File: src/rtl/uart_tx_arbiter.sv
// Round-robin arbiter sharing one UART transmitter between NUM_REQ producers.
// Optional macro TX_TIMEOUT_EN adds a WAIT_DONE watchdog that drops the byte.
module uart_tx_arbiter #(
   parameter int NUM_REQ     = 4,
   parameter int DATA_W      = 8,
   parameter int TIMEOUT_CYC = 65535
) (
   input  logic                      clk,
   input  logic                      rst_n,
   input  logic [NUM_REQ-1:0]        req,
   input  logic [NUM_REQ*DATA_W-1:0] req_data,
   output logic [NUM_REQ-1:0]        gnt,
   output logic                      tx_start,
   output logic [DATA_W-1:0]         tx_data,
   input  logic                      tx_done,
   output logic                      busy,
   output logic [2:0]                cur_id,
   output logic                      timeout
);

   localparam int PW = (NUM_REQ > 1) ? $clog2(NUM_REQ) : 1;

   typedef enum logic [1:0] {
      IDLE,
      START,
      WAIT_DONE
   } state_t;

   state_t              state_q, state_d;
   logic [PW-1:0]       ptr_q, ptr_d;
   logic [NUM_REQ-1:0]  gnt_q, gnt_d;
   logic                start_q, start_d;
   logic [DATA_W-1:0]   data_q, data_d;
   logic                busy_q, busy_d;
   logic [2:0]          id_q, id_d;

   logic [DATA_W-1:0]   slot [NUM_REQ];
   logic                found;
   logic [PW-1:0]       win;
   logic [PW-1:0]       idx;

`ifdef TX_TIMEOUT_EN
   logic [15:0]         cnt_q, cnt_d;
   logic                tmo_q, tmo_d;
`else
   logic                unused_timeout_cyc;
   assign unused_timeout_cyc = (TIMEOUT_CYC != 0);
`endif

   for (genvar g = 0; g < NUM_REQ; g++) begin : g_slot
      assign slot[g] = req_data[g*DATA_W +: DATA_W];
   end

   // Round-robin search starting just after the last winner
   always_comb begin
      found = 1'b0;
      win   = '0;
      idx   = '0;
      for (int k = 1; k <= NUM_REQ; k++) begin
         idx = PW'((int'(ptr_q) + k) % NUM_REQ);
         if (!found && req[idx]) begin
            found = 1'b1;
            win   = idx;
         end
      end
   end

   // Next-state and registered-output logic
   always_comb begin
      state_d = state_q;
      ptr_d   = ptr_q;
      gnt_d   = '0;
      start_d = 1'b0;
      data_d  = data_q;
      busy_d  = busy_q;
      id_d    = id_q;
`ifdef TX_TIMEOUT_EN
      cnt_d   = cnt_q;
      tmo_d   = 1'b0;
`endif
      case (state_q)
         IDLE: begin
            if (found) begin
               gnt_d[win] = 1'b1;
               data_d     = slot[win];
               start_d    = 1'b1;
               busy_d     = 1'b1;
               ptr_d      = win;
               id_d       = 3'(win);
               state_d    = START;
            end
         end
         START: begin
            state_d = WAIT_DONE;
`ifdef TX_TIMEOUT_EN
            cnt_d   = '0;
`endif
         end
         WAIT_DONE: begin
            if (tx_done) begin
               busy_d  = 1'b0;
               state_d = IDLE;
            end
`ifdef TX_TIMEOUT_EN
            else if (cnt_q == 16'(TIMEOUT_CYC - 1)) begin
               tmo_d   = 1'b1;
               busy_d  = 1'b0;
               state_d = IDLE;
            end else begin
               cnt_d = cnt_q + 16'd1;
            end
`endif
         end
         default: state_d = IDLE;
      endcase
   end

   // State and output registers with synchronous reset
   always_ff @(posedge clk) begin
      if (!rst_n) begin
         state_q <= IDLE;
         ptr_q   <= PW'(NUM_REQ - 1);
         gnt_q   <= '0;
         start_q <= 1'b0;
         data_q  <= '0;
         busy_q  <= 1'b0;
         id_q    <= 3'(NUM_REQ - 1);
`ifdef TX_TIMEOUT_EN
         cnt_q   <= '0;
         tmo_q   <= 1'b0;
`endif
      end else begin
         state_q <= state_d;
         ptr_q   <= ptr_d;
         gnt_q   <= gnt_d;
         start_q <= start_d;
         data_q  <= data_d;
         busy_q  <= busy_d;
         id_q    <= id_d;
`ifdef TX_TIMEOUT_EN
         cnt_q   <= cnt_d;
         tmo_q   <= tmo_d;
`endif
      end
   end

   assign gnt      = gnt_q;
   assign tx_start = start_q;
   assign tx_data  = data_q;
   assign busy     = busy_q;
   assign cur_id   = id_q;
`ifdef TX_TIMEOUT_EN
   assign timeout  = tmo_q;
`else
   assign timeout  = 1'b0;
`endif

endmodule

File: config.mk
export PLATFORM = sky130hd
export DESIGN_NAME = uart_tx_arbiter
export DESIGN_NICKNAME = d
export VERILOG_FILES = /design/src/rtl/uart_tx_arbiter.sv
export SDC_FILE = /design/constraint.sdc
export NUM_CORES = 1
export LEC_CHECK = 0
export CAP_MARGIN = 0
export CORE_MARGIN = 2
export CORE_UTILIZATION = 37
export CTS_BUF_LIST = sky130_fd_sc_hd__clkbuf_8
export CTS_CLUSTER_DIAMETER = 60
export DETAILED_ROUTE_END_ITERATION = 8
export PLACE_DENSITY_LB_ADDON = 0.12
export SKIP_LAST_GASP = 1
export SYNTH_ARGS = -nofsm -noshare
export SYNTH_HDL_FRONTEND = slang
export SYNTH_SLANG_ARGS = --single-unit
File: constraint.sdc
create_clock -name clk -period 1.5 [get_ports clk]
set_input_delay 0.15 -clock clk [delete_from_list [all_inputs] [get_ports clk]]
set_output_delay 0.15 -clock clk [all_outputs]
set_load 0.02 [all_outputs]
==> flow_summary.yaml <==
synth:
  ys_seq_area_share_pct: 31.82
  ys_seq_elements: 18
  syn_area_per_cell_sq_um: 9.933
  yosysUniqueCellTypes: 34
  ys_async_sr_fraction_pct: 0
  syn-cell-area_sq_um: 1132
  synth_edf_count: 0
  synth_warnings: 0
  syn_inst: 114
  ys.flop_type: "dfxtp_1"
cts:
  cts_root_buffer: "clkbuf_8"
  clk_path_buf_depth: 2
  cts_sinks: 18
  clkLatencyLatePin_ns: 0.25
  postCtsHoldBufs: 0
  cts_max_level: 1
  clk_pin_slew_ns: 0.07
  numCtsBuffers: 3
  cts_tree: "built"
floorplanning:
  rows: 20
  die_h_um: 59.32
  coreArea_sq_um: 2978
  ios: 57
  dieArea_sq_um: 3519
  die_x_um: 59.32
  start_util_pct: 38.03
pwr:
  p_per_area_nw_per_um2: 972.5
  clkPwrFrac_pct: 19.1
  p_leak_nw: 0.8036
  pwr-share-seq_pct: 28.8
  swShare_pct: 33.68
  combPwrFrac_pct: 52.1
  ir_drop_mv: 0.4250
  p_int_w: 0.001374
  p_switching_w: 0.0006975
status:
  status: "finished, violations left"
  violations: "negative setup slack"
critical_path:
  crit_required_ns: 1.63
  end_kind: "register"
  cp_max_fo: 4
  critPathKind: "reg -> reg"
  start_kind: "register"
  critical_path_arrival_ns: 1.70
sta:
  whs_ns: 0.4035
  period_share_pct: 104.8
  tns_ns: -0.4119
  rsz0062_at_grt: "yes"
  slew_violations: 0
  fin_ws_ns: -0.07171
  period_needed_ns: 1.572
  fin_worst_skew_ns: 0.002367
  setup_viol: 9
  fmax_mhz: 636.2
  hold_viol: 0
placement:
  gp_congestion: 0.8019
  place_ws_ns: -0.5009
  hpwl_um: 2569
  io_buffers: 54
detailed_routing:
  wl_per_cell_um: 15.28
  viasPerCell: 5.218
  drtAntennaViolNets: 0
  num_vias: 1148
  wirelength_um: 3362
  drt_iter0_markers: 25
  drc: 0
  firstDrtPassIters: 4
global_routing:
  grt_pass1_wl_um: 4961
  grt-ovfl-total: 0
  antenna_found_initial: 0
  grt_max_degree: 11
  grt_pass1_vias: 1079
  grt_usage_pct: 19.08
finish:
  multi_input_area_sq_um: 840.8
  num-nets-final: 227
  seq_area_sq_um: 365.4
  fill_cells: 224
  drive_gt1_share_pct: 33.16
  num_antenna_cells: 0
  syn2layout_area_growth_pct: 88.07
  postLayoutCoreUtil_pct: 71.51
hold_path:
  hp-class: "in -> reg"
job:
  drv_cap: 0
## power groups by stage
stage / clock network, W / logic [W] / registers (W)
after floorplan: 0 / 0.000480 / 0.000675
after global placement: 0 / 0.000920 / 0.000604
after detailed placement: 0 / 0.000938 / 0.000606
after CTS: 0.000397 / 0.00101 / 0.000595
after global routing: 0.000421 / 0.00114 / 0.000604
final: 0.000395 / 0.00108 / 0.000596
## stage by stage
stage                     std cells  cell area (sq um)  power [W]
after global routing            220               2130   0.002165
after global placement          211               1911   0.001524
after floorplan                 115               1224   0.001155
after detailed placement        211               1911   0.001544
final                           220               2130   0.002071
after CTS                       218               2046   0.002007
## kinds of logic after synthesis
kind of cell | synth area share [%]
AOI/OAI and AO/OA | 36.69
buffers and inverters | 10.72
muxes | 7.072
other | 0.3312
and+or+nand+nor | 13.37
DFF | 31.82
## cell usage in the layout (no fill, tap or decap), types with 2 or more instances in the layout
master and instances:
conb_1 2, mux2i_4 5, buf_4 17, dlygate4sd2_1 3, a211oi_2 7, buf_6 2
nor2_1 4, nor3b_1 2, dfxtp_1 16, o21ai_4 2, nand2_1 5, a211oi_1 2
a31oi_1 8, nand2b_4 2, a2111oi_4 8, clkdlybuf4s50_1 50, and2_1 2, clkbuf_8 4
buf_12 4, inv_1 8, o21ai_0 10, mux2i_1 3
## worst paths after layout
check	from	end	slack, ns	depth (start not counted)
max	cur_id[0]$_SDFFE_PN1P_	tx_data[3]$_SDFFE_PN0P_	-0.07	7
min	req[2]	cur_id[0]$_SDFFE_PN1P_	0.40	4
min reg2reg	busy$_SDFFE_PN0P_	busy$_SDFFE_PN0P_	0.49	2
max reg2reg	cur_id[0]$_SDFFE_PN1P_	tx_data[3]$_SDFFE_PN0P_	-0.07	7
## metal layers
layer | vias up | track usage [%] | share of wire [%]
li1 | 563 | - | -
met1 | 544 | 23.99 | 43
met2 | 39 | 34.22 | 51
met3 | 2 | 1.528 | 5.1
met4 | 0 | 5.844 | 0.92
met5 | - | 0 | 0
## critical path, cell delays in order (launching register included)
cell	delay [ns]
dfxtp_4	0.35
buf_4	0.13
nor2b_4	0.14
o21ai_4	0.07
and3_4	0.19
buf_6	0.14
a2111oi_4	0.37
a211oi_2	0.06
## state kept, by name (all words and copies together) (netlist names)
| signal | flops |
|---|---|
| state_q | 2 |
| tx_start | 1 |
| cur_id | 2 |
| gnt | 4 |
| tx_data | 8 |
| busy | 1 |
## synth_stat cells, types with 3 or more instances
| cell type | instances | area share [%] |
|---|---|---|
| a211oi_2 | 7 | 7.7 |
| o21ai_0 | 10 | 4.4 |
| and2_1 | 3 | 1.7 |
| inv_1 | 8 | 2.7 |
| nand2_1 | 5 | 1.7 |
| a31oi_1 | 8 | 4.4 |
| dfxtp_1 | 18 | 32 |
| nand2b_1 | 3 | 1.7 |
| buf_4 | 3 | 2.0 |
| nor2_1 | 6 | 2.0 |
| a2111oi_2 | 6 | 8.0 |
| mux2i_1 | 8 | 7.1 |
## timing repair
action                     in CTS  in global routing
setup endpoints to repair       9                 11
buffers inserted                2                  2
pin swaps                       3                  7
gates cloned                    1                  0
resized for setup              12                 13
## area by class of cell
| class | count | share of cell area, % |
|---|---|---|
| multi-input combinational | 79 | 39.48 |
| timing repair buffer | 78 | 37.43 |
| sequential | 18 | 17.16 |
| clock buffer | 4 | 2.585 |
| tap | 33 | 1.939 |
| inverter | 8 | 1.410 |
No activity file was read; power rests on OpenSTA's default activity.
